**config.mk**
```make
export PLATFORM = sky130hd
export DESIGN_NAME = muldiv_sequencer
export DESIGN_NICKNAME = d
export VERILOG_FILES = /design/src/rtl/muldiv_sequencer.sv
export SDC_FILE = /design/constraint.sdc
export NUM_CORES = 1
export LEC_CHECK = 0
export BUFFER_PORTS_ARGS = -buffer_cell sky130_fd_sc_hd__buf_2
export CAP_MARGIN = 15
export CORE_MARGIN = 10
export CORE_UTILIZATION = 35
export DETAILED_ROUTE_END_ITERATION = 6
export PLACE_DENSITY_LB_ADDON = 0.05
export RECOVER_POWER = 100
export SLEW_MARGIN = 20
export SYNTH_ARGS = -nofsm -noshare
export SYNTH_HDL_FRONTEND = slang
export SYNTH_SLANG_ARGS = --single-unit
```
**constraint.sdc**
```tcl
create_clock -name clk_i -period 5.2 [get_ports clk_i]
set_clock_uncertainty 0.15 [all_clocks]
set_input_delay 0.26 -clock clk_i [delete_from_list [all_inputs] [get_ports clk_i]]
set_output_delay 0.26 -clock clk_i [all_outputs]
set_load 0.03 [all_outputs]
```
**src/rtl/muldiv_sequencer.sv**
```systemverilog
// muldiv_sequencer: EX-stage sequencer for the M-extension units.
// Latches a muldiv request, drives the external multiplier/divider,
// resolves divide corner cases locally, reuses the last divide result
// for a matching DIV<->REM pair, and holds the pipeline until done.
module muldiv_sequencer #(
  parameter int unsigned XLEN        = 32,
  parameter bit          CACHE_EN    = 1'b1,
  parameter bit          SHORTCUT_EN = 1'b1
) (
  input  logic            clk_i,
  input  logic            reset_i,
  input  logic            start_i,
  input  logic            sel_i,
  input  logic [1:0]      op_i,
  input  logic [XLEN-1:0] rs1_i,
  input  logic [XLEN-1:0] rs2_i,
  input  logic            flush_i,
  output logic [XLEN-1:0] opa_o,
  output logic [XLEN-1:0] opb_o,
  output logic            mul_start_o,
  output logic [1:0]      mul_op_o,
  input  logic            mul_done_i,
  input  logic [XLEN-1:0] mul_result_i,
  output logic            div_start_o,
  output logic            div_signed_o,
  input  logic            div_done_i,
  input  logic [XLEN-1:0] div_quo_i,
  input  logic [XLEN-1:0] div_rem_i,
  output logic            kill_o,
  output logic            stall_o,
  output logic            valid_o,
  output logic [XLEN-1:0] result_o
);

  typedef enum logic [1:0] {
    ST_IDLE     = 2'd0,
    ST_MUL_BUSY = 2'd1,
    ST_DIV_BUSY = 2'd2,
    ST_DONE     = 2'd3
  } state_e;

  localparam logic [XLEN-1:0] INT_MIN  = {1'b1, {(XLEN-1){1'b0}}};
  localparam logic [XLEN-1:0] ALL_ONES = '1;

  state_e          state_q, state_d;
  logic            first_q;
  logic [XLEN-1:0] opa_q, opb_q, result_q;
  logic [1:0]      op_q;
  logic            signed_q;

  logic            cache_valid_q;
  logic [XLEN-1:0] cache_rs1_q, cache_rs2_q, cache_quo_q, cache_rem_q;
  logic            cache_signed_q;

  logic            accept, req_signed, req_rem;
  logic            div_by_zero, div_overflow, shortcut_hit, cache_hit, local_hit;
  logic            unit_done;
  logic [XLEN-1:0] local_result, unit_result;

  // Request decode: accepted only from IDLE and never while flushing.
  assign accept       = (state_q == ST_IDLE) & start_i & ~flush_i;
  assign req_signed   = ~op_i[0];
  assign req_rem      = op_i[1];
  assign div_by_zero  = (rs2_i == '0);
  assign div_overflow = req_signed & (rs1_i == INT_MIN) & (rs2_i == ALL_ONES);
  assign shortcut_hit = SHORTCUT_EN & (div_by_zero | div_overflow);
  assign cache_hit    = CACHE_EN & cache_valid_q & (cache_rs1_q == rs1_i) &
                        (cache_rs2_q == rs2_i) & (cache_signed_q == req_signed);
  assign local_hit    = shortcut_hit | cache_hit;

  // A unit result is only taken in its own BUSY state and flush always wins.
  assign unit_done = ~flush_i & (((state_q == ST_MUL_BUSY) & mul_done_i) |
                                 ((state_q == ST_DIV_BUSY) & div_done_i));
  assign unit_result = (state_q == ST_MUL_BUSY) ? mul_result_i :
                       (op_q[1] ? div_rem_i : div_quo_i);

  // Locally resolved divide result: corner-case shortcut first, else cached pair.
  always_comb begin
    local_result = '0;
    if (shortcut_hit) begin
      if (div_by_zero) local_result = req_rem ? rs1_i : ALL_ONES;
      else             local_result = req_rem ? '0 : INT_MIN;
    end else begin
      local_result = req_rem ? cache_rem_q : cache_quo_q;
    end
  end

  // FSM state register.
  always_ff @(posedge clk_i or negedge reset_i) begin
    if (!reset_i) state_q <= ST_IDLE;
    else          state_q <= state_d;
  end

  // FSM next-state logic.
  always_comb begin
    state_d = state_q;
    case (state_q)
      ST_IDLE: begin
        if (accept) begin
          if (!sel_i)        state_d = ST_MUL_BUSY;
          else if (local_hit) state_d = ST_DONE;
          else               state_d = ST_DIV_BUSY;
        end
      end
      ST_MUL_BUSY: begin
        if (flush_i)         state_d = ST_IDLE;
        else if (mul_done_i) state_d = ST_DONE;
      end
      ST_DIV_BUSY: begin
        if (flush_i)         state_d = ST_IDLE;
        else if (div_done_i) state_d = ST_DONE;
      end
      ST_DONE:  state_d = ST_IDLE;
      default:  state_d = ST_IDLE;
    endcase
  end

  // FSM outputs; the IDLE stall term is gated by reset so everything reads 0 in reset.
  always_comb begin
    stall_o     = 1'b0;
    mul_start_o = 1'b0;
    div_start_o = 1'b0;
    kill_o      = 1'b0;
    valid_o     = 1'b0;
    case (state_q)
      ST_IDLE:     stall_o = reset_i & start_i & ~flush_i;
      ST_MUL_BUSY: begin
        stall_o     = 1'b1;
        mul_start_o = first_q & ~flush_i;
        kill_o      = flush_i;
      end
      ST_DIV_BUSY: begin
        stall_o     = 1'b1;
        div_start_o = first_q & ~flush_i;
        kill_o      = flush_i;
      end
      ST_DONE:     valid_o = ~flush_i;
      default:     ;
    endcase
  end

  // Operand/op latching on accept and result capture on completion.
  always_ff @(posedge clk_i or negedge reset_i) begin
    if (!reset_i) begin
      first_q  <= 1'b0;
      opa_q    <= '0;
      opb_q    <= '0;
      op_q     <= '0;
      signed_q <= 1'b0;
      result_q <= '0;
    end else begin
      first_q <= accept;
      if (accept) begin
        opa_q    <= rs1_i;
        opb_q    <= rs2_i;
        op_q     <= op_i;
        signed_q <= req_signed;
      end
      if (accept & sel_i & local_hit) result_q <= local_result;
      else if (unit_done)             result_q <= unit_result;
    end
  end

  // Last-divide cache: filled only by a divider completion that was not flushed.
  always_ff @(posedge clk_i or negedge reset_i) begin
    if (!reset_i) begin
      cache_valid_q  <= 1'b0;
      cache_rs1_q    <= '0;
      cache_rs2_q    <= '0;
      cache_signed_q <= 1'b0;
      cache_quo_q    <= '0;
      cache_rem_q    <= '0;
    end else if (CACHE_EN && (state_q == ST_DIV_BUSY) && div_done_i && !flush_i) begin
      cache_valid_q  <= 1'b1;
      cache_rs1_q    <= opa_q;
      cache_rs2_q    <= opb_q;
      cache_signed_q <= signed_q;
      cache_quo_q    <= div_quo_i;
      cache_rem_q    <= div_rem_i;
    end
  end

  assign opa_o        = opa_q;
  assign opb_o        = opb_q;
  assign mul_op_o     = op_q;
  assign div_signed_o = signed_q;
  assign result_o     = result_q;

endmodule

```
==> results of run 1 <==
==> final timing paths <==
path / startpoint / slack, ns / endpoint / cells past startpoint
min in group asynchronous: reset_i / 0.16 / cache_rem_q[29] / 2
worst max register to register: mul_op_o[1] / 1.63 / result_o[31] / 7
worst min-delay path: mul_result_i[12] / 0.01 / result_o[12] / 5
worst max-delay path: rs1_i[9] / 1.24 / result_o[9] / 10
worst min register to register: cache_valid_q / 0.32 / cache_valid_q / 1
max in group asynchronous: reset_i / 2.04 / cache_rs1_q[8] / 3
==> final cells by class <==
| cell class | count | share of cell area, % |
|---|---|---|
| well taps | 442 | 3.55 |
| clock buffers | 45 | 5.43 |
| diodes | 3 | 0.0482 |
| inverters | 16 | 0.386 |
| multi-input cells | 811 | 34.4 |
| clock inverters | 6 | 0.370 |
| repair buffers | 439 | 18.6 |
| flip-flops and latches | 232 | 37.3 |
==> worst register-to-register path, stage by stage, from the launching register on <==
cell	delay, ns
dfrtp_1	0.69
clkbuf_1	1.64
mux2i_1	0.33
nor2_1	0.06
a21oi_1	0.23
nor2_1	0.08
a21oi_1	0.18
mux2i_1	0.10
==> power by group through the flow <==
stage | Combinational, mW | Clock [mW] | Sequential, mW
after CTS | 3.43 | 1.98 | 3.18
after floorplan | 1.60 | 0 | 3.74
after global routing | 3.61 | 2.06 | 3.30
final | 3.28 | 1.92 | 3.18
after detailed placement | 3.33 | 0 | 3.21
after global placement | 3.30 | 0 | 3.19
==> state kept, by name (all words and copies together) (netlist names) <==
signal	cells
cache_quo_q	32
cache_rem_q	32
cache_rs1_q	32
cache_rs2_q	32
opa_o	32
opb_o	32
result_o	32
mul_op_o	2
state_q	2
cache_signed_q	1
cache_valid_q	1
div_signed_o	1
first_q	1
==> cell usage in the layout, fill, tap and decap left out, types with 8 or more instances in the layout <==
cell / netlist / final
clkbuf_16: 0 / 29
mux2i_1: 64 / 64
inv_1: 16 / 16
buf_2: 1 / 168
nand4_1: 19 / 19
nor4_1: 21 / 22
nor2b_1: 13 / 13
xor2_1: 17 / 17
o21ai_0: 8 / 8
clkbuf_1: 45 / 114
xnor2_1: 31 / 31
dfrtp_1: 232 / 232
o211ai_1: 31 / 31
mux2_2: 90 / 90
nand2b_1: 42 / 42
nor2_1: 68 / 67
a21oi_1: 99 / 99
nand2_1: 228 / 228
mux2_1: 39 / 39
dlygate4sd3_1: 0 / 155
==> per-layer routing <==
metal	share of wire, %	wire length, µm	vias up	track usage (%)
met5	0	0	-	0
met4	2.7	1160	0	5.69
met3	5.5	2370	60	3.81
met2	47	19900	286	33.3
met1	45	19300	4720	28.0
li1	-	-	4688	-
==> metrics by stage <==
| step | instances | util, % | hold WS [ns] | setup slack [ns] |
|---|---|---|---|---|
| after detailed placement | 1785 | 40.8 | 0.160 | 1.81 |
| after global placement | 1785 | 40.8 | 0.169 | 1.86 |
| after global routing | 1993 | 47.8 | 0.0277 | 0.952 |
| final | 1994 | 47.8 | 0.0149 | 1.24 |
| after CTS | 1991 | 48.4 | 0.000457 | 1.73 |
| after floorplan | 1126 | - | -0.186 | 2.77 |
==> what timing repair did <==
action / in CTS / in global routing
endpoints found under the hold margin: 238 / 0
gates resized for setup: 0 / 0
endpoints found under the setup margin: 0 / 0
hold buffers: 155 / 0
==> cells by family (layout without fill, tap and decap cells) <==
group / after synthesis / in the layout / share of synthesized area (%)
AO/OA/AOI/OAI: 155 / 155 / 7.93
XOR/XNOR: 48 / 48 / 3.64
adder cells (fa/ha/maj): 5 / 5 / 0.542
buffers and inverters: 83 / 506 / 3.33
flip-flops: 232 / 232 / 50.3
multiplexers: 193 / 193 / 18.1
other: 0 / 3 / 0
AND/OR/NAND/NOR: 410 / 410 / 16.1
==> reports/qor.csv, run 1 <==
stage,metric,value,unit
clock_network,clockRootBuffer,clkbuf_16,
clock_network,tritoncts,done,
yosys,yosysSeqAreaShare,50.3,%
clock_network,clk_transition_reported_paths,0.06,ns
power,vdd_ir_drop_max,0.322,mV
clock_network,cts_max_level,1,
power,p_total,8.38,mW
detailed_routing,drc_errors,0,
critical_path,slowest_delay,0.86,ns
finish,layout-area-overhead-vs-synth,34.8,%
placed_design,place_hpwl,30000,µm
sta,rsz0062_at_grt,false,
global_routing,grt-ovfl-total,0,
detailed_routing,antenna_left,0,
finish,nFillCells,3169,
placed_design,routabilityCongestion,0.850,
clock_network,cts_buffers,28,
clock_network,ctsLongestPathBuffers,3,
yosys,avgSynthCellArea,10.3,µm²
floorplanning,die-area,40700,µm²
detailed_routing,first_pass_iters,5,
power,p_switching,3.40,mW
critical_path,cp_max_fo,29,
power,combPwrFrac,39.1,%
yosys,synth_edf_count,0,
critical_path,cp-end-kind,flip-flop,
yosys,syn_nets,1300,
detailed_routing,dr_total_vias,9754,
yosys,ys_top_cells_by_count,"232 x dfrtp_1, 228 x nand2_1, 99 x a21oi_1, 90 x mux2_2, 68 x nor2_1",
sta,maxSlewViolCount,264,
clock_network,postCtsSetupBuffers,0,
critical_path,path_cells,"dlygate4sd3_1, clkbuf_1, nor4_1, nand4_1, or4_1, nor4_1, or2_0, a32o_1, clkbuf_2, mux2i_1",
sta,min_period,3.96,ns
finish,drive_gt1_share,20.4,%
yosys,syn_inst,1126,
detailed_routing,vias_per_cell,4.89,
floorplanning,core,32500,µm²
critical_path,critPathTopFamily,simple AND/OR/NAND/NOR gates,
floorplanning,io_pins,273,
finish,layout.nets,1702,
yosys,synth.largest_area_cell,dfrtp_1,
yosys,synth-seq-cells,232,
critical_path,crit_buf_inv,3,
flow_run,maxCapViolCount,4,
power,seqPwrFrac,37.9,%
sta,tns,0,ns
sta,max_freq,252,MHz
detailed_routing,drtIter0Drc,614,
global_routing,antenna_found_initial,2,
critical_path,cp-start-kind,input pin,
critical_path,crit_type,in2reg,
sta,worst_pin_slew,2.22,ns
sta,post-route-period-util,76.2,%
placed_design,port_buffers,272,
detailed_routing,drt-total-wl,42700,µm
yosys,syn_area,11500,µm²
critical_path,cpMaxStageDelayCell,clkbuf_2,
finish,multi_input_area,5350,µm²
power,powerDensity,538,nW/µm²
critical_path,cp.required,5.49,ns
yosys,synth-async-reset-ratio,100,%
finish,post-route-cell-area,15600,µm²
floorplanning,start_util,35.5,%
clock_network,numClockSinks,232,
yosys,synth_top_area_share,50.3,%
yosys,yosysMostFrequentCell,dfrtp_1,
power,p_leak,7.02,nW
critical_path,worst_path_most_repeated_cell,nor4_1,
floorplanning,row_count,66,
global_routing,grt_pass1_wl,66000,µm
power,clkPwrFrac,23.0,%
floorplanning,dieWidth,202,µm
worst_hold_path,hold_path.class,in2reg,
floorplanning,die_h,202,µm
clock_network,clock_latency,0.54,ns
sta,slew_headroom,-48.2,%
yosys,ys.flop_type,dfrtp_1,
run_status,failed_checks,"max-capacitance violations, max-slew violations",
yosys,synthTopCellsByArea,"dfrtp_1 50%, mux2_2 8.8%, nand2_1 7.4%, mux2i_1 5.5%, a21oi_1 4.3%",
global_routing,grt_max_degree,151,
critical_path,cp_data_arrival_time,4.25,ns
yosys,ys_types,50,
global_routing,gr-usage-all-layers,20.7,%
global_routing,grt_pass1_vias,10500,
detailed_routing,avgRoutedWirePerCell,21.4,µm
yosys,yosys_warnings,0,
power,switching_share,40.5,%
sta,hold_viol_final,0,
power,p_int,4.98,mW
finish,seq_area,5810,µm²
sta,setup_viol,0,
placed_design,dpl_cell_area,13300,µm²
run_status,status,finished with violations,
(Power assumes the default switching activity.)
==> run 2, diff against run 1 <==
==> constraint.sdc (replaced) <==
create_clock -name clk_i -period 3.76 [get_ports clk_i]
set_clock_uncertainty 0.15 [all_clocks]
set_input_delay 0.188 -clock clk_i [delete_from_list [all_inputs] [get_ports clk_i]]
set_output_delay 0.188 -clock clk_i [all_outputs]
set_load 0.03 [all_outputs]
==> run 2 against run 1 <==
  * Combinational power increased by 36%
  * First-iteration DRC count is 14% lower
  * Non-clock buffer count rose by 14
  * Register-to-register slack worse by 1.1 ns
  * The run still ends with max-capacitance violations, max-slew violations left
  * Sequential cell count is the same
  * Hold slack improved by 0.031 ns
  * Total power up 38%
  * Highest routed layer unchanged
  * Via count grew 0.47%
  * Wire length decreased by 0.43%
  * Die area unchanged
  * Critical path type is now reg2reg
  * Setup slack got worse by 0.66 ns
==> reports/qor.csv, run 2 (synthesis gave the netlist of run 1 again) <==
stage,metric,value,unit,change
power,combPwrFrac,38.7,%,was 39.1%
finish,drive_gt1_share,20.9,%,was 20.4%
critical_path,cp_max_fo,130,,was 29
sta,min_period,3.18,ns,
critical_path,crit_type,reg2reg,,was in2reg
power,p_switching,4.65,mW,was 3.40 mW
sta,post-route-period-util,84.7,%,
detailed_routing,vias_per_cell,4.89,,about the same
finish,layout-area-overhead-vs-synth,36.2,%,was 34.8%
clock_network,postCtsSetupBuffers,0,,unchanged
critical_path,cp-end-kind,flip-flop,,unchanged
clock_network,cts_buffers,28,,unchanged
critical_path,r2r-start,state_q[0],,was mul_op_o[1]
finish,seq_area,5810,µm²,unchanged
worst_hold_path,hold_path.class,in2reg,,unchanged
floorplanning,dieWidth,202,µm,unchanged
clock_network,cts_resized,0,,unchanged
clock_network,clockRootBuffer,clkbuf_16,,unchanged
placed_design,routabilityCongestion,0.823,,was 0.850
global_routing,grt-ovfl-total,0,,unchanged
power,seqPwrFrac,38.5,%,was 37.9%
detailed_routing,first_pass_iters,5,,unchanged
run_status,status,finished with violations,,unchanged
critical_path,r2r_cells,5,,was 7
sta,hold_viol_final,0,,unchanged
detailed_routing,drt-total-wl,42500,µm,was 42700 µm
clock_network,hold_buffers,165,,was 155
sta,rsz0062_at_grt,false,,unchanged
power,p_int,6.92,mW,was 4.98 mW
critical_path,r2r_slack,0.58,ns,was 1.63 ns
clock_network,clk_transition_reported_paths,0.06,ns,about the same
floorplanning,row_count,66,,unchanged
critical_path,cp_data_arrival_time,3.45,ns,was 4.25 ns
floorplanning,core,32500,µm²,unchanged
finish,mostFrequentLayoutCell,dfrtp_1,,unchanged
floorplanning,die-area,40700,µm²,unchanged
clock_network,tritoncts,done,,unchanged
floorplanning,io_pins,273,,unchanged
global_routing,grt_max_degree,131,,was 151
floorplanning,start_util,35.5,%,unchanged
power,p_total,11.6,mW,was 8.38 mW
global_routing,antenna_found_initial,1,,was 2
clock_network,cts_max_level,1,,unchanged
detailed_routing,avgRoutedWirePerCell,21.2,µm,was 21.4 µm
critical_path,cp.required,4.02,ns,was 5.49 ns
detailed_routing,drtIter0Drc,526,,was 614
placed_design,port_buffers,272,,unchanged
finish,multi_input_area,5370,µm²,was 5350 µm²
finish,nFillCells,3179,,was 3169
detailed_routing,drc_errors,0,,unchanged
finish,fin_cells,2005,,was 1994
clock_network,clock_latency,0.54,ns,about the same
global_routing,grt_pass1_vias,10300,,was 10500
placed_design,place_hpwl,29800,µm,was 30000 µm
critical_path,critPathLaunch,state_q[0],,was rs1_i[9]
finish,final_cell_mix,"232 x dfrtp_1, 228 x nand2_1, 168 x buf_2",,unchanged
sta,setup_viol,0,,unchanged
critical_path,cp-start-kind,flip-flop,,was input pin
sta,max_freq,314,MHz,
power,clkPwrFrac,22.9,%,was 23.0%
sta,tns,0,ns,unchanged
detailed_routing,dr_total_vias,9800,,was 9754
power,vdd_ir_drop_max,0.420,mV,was 0.322 mV
power,p_leak,7.12,nW,was 7.02 nW
placed_design,dp.cells,1789,,was 1785
clock_network,numClockSinks,232,,unchanged
flow_run,maxCapViolCount,2,,was 4
run_status,failed_checks,"max-capacitance violations, max-slew violations",,unchanged
global_routing,gr-usage-all-layers,20.5,%,was 20.7%
floorplanning,die_h,202,µm,unchanged
power,switching_share,40.2,%,was 40.5%
critical_path,reg2reg_to,cache_quo_q[15],,was result_o[31]
detailed_routing,antenna_left,0,,unchanged
finish,layout.nets,1716,,was 1702
sta,maxSlewViolCount,166,,was 264
global_routing,grt_pass1_wl,65000,µm,was 66000 µm
worst_hold_path,min-delay-start,flush_i,,was mul_result_i[12]
critical_path,crit_end,cache_quo_q[15],,was result_o[9]
power,powerDensity,736,nW/µm²,was 538 nW/µm²
clock_network,ctsLongestPathBuffers,3,,unchanged
sta,slew_headroom,-37.1,%,was -48.2%
sta,worst_pin_slew,2.06,ns,was 2.22 ns
run 2: cell types whose count changed in the layout (fill, tap and decap cells not counted), moves of 2 or more:
cell           before  now
buf_4               7    9
clkbuf_1          114  108
clkbuf_8            6   10
clkinv_2            4    6
diode_2             3    1
dlygate4sd3_1     155  165
run 2: power by group through the flow:
stage	clock network (mW)	logic (mW)	registers, mW
2_1_floorplan	0	2.21	5.18
3_3_place_gp	0	4.48	4.47
3_5_place_dp	0	4.52	4.49
4_1_cts	2.73	4.68	4.45
5_1_grt	2.83	4.91	4.61
6_report	2.65	4.47	4.45
run 2: layer usage:
| layer | up-vias | track usage (%) | share of wire, % |
|---|---|---|---|
| li1 | 4723 | - | - |
| met1 | 4778 | 27.2 | 45 |
| met2 | 252 | 33.9 | 48 |
| met3 | 47 | 3.95 | 4.6 |
| met4 | 0 | 4.48 | 2.0 |
| met5 | - | 0 | 0 |
run 2: worst min-delay path by stage:
stage	depth (start not counted)	end
2_1_floorplan	0	cache_quo_q[0]
3_5_place_dp	1	cache_rem_q[28]
5_1_grt	5	state_q[0]
4_1_cts	5	state_q[0]
6_report	5	state_q[0]
3_3_place_gp	1	cache_rem_q[28]
run 2: layout make-up:
| cell class | instances | area share (%) |
|---|---|---|
| Antenna cell | 1 | 0.0159 |
| Clock buffer | 44 | 5.61 |
| Clock inverter | 6 | 0.191 |
| Inverter | 16 | 0.382 |
| Multi-Input combinational cell | 811 | 34.1 |
| Sequential cell | 232 | 36.9 |
| Tap cell | 442 | 3.52 |
| Timing Repair Buffer | 453 | 19.3 |
run 2: stage by stage:
step                utilization, %  setup WS [ns]  area [µm²]  hold slack, ns
CTS                           48.9          0.678       15900         0.00788
global route                  48.3          0.358       15700          0.0626
global placement              41.0          0.865       13300           0.102
floorplan                        -           1.40       11500          -0.258
finish                        48.3          0.576       15700          0.0460
detailed placement            41.0          0.682       13300          0.0924
run 2: worst max-delay path, cell delays in order, from the launching register on:
cell      delay, ns
dfrtp_1        0.44
inv_1          0.09
ha_1           0.23
nand3b_1       0.11
clkbuf_4       1.50
mux2_2         0.45
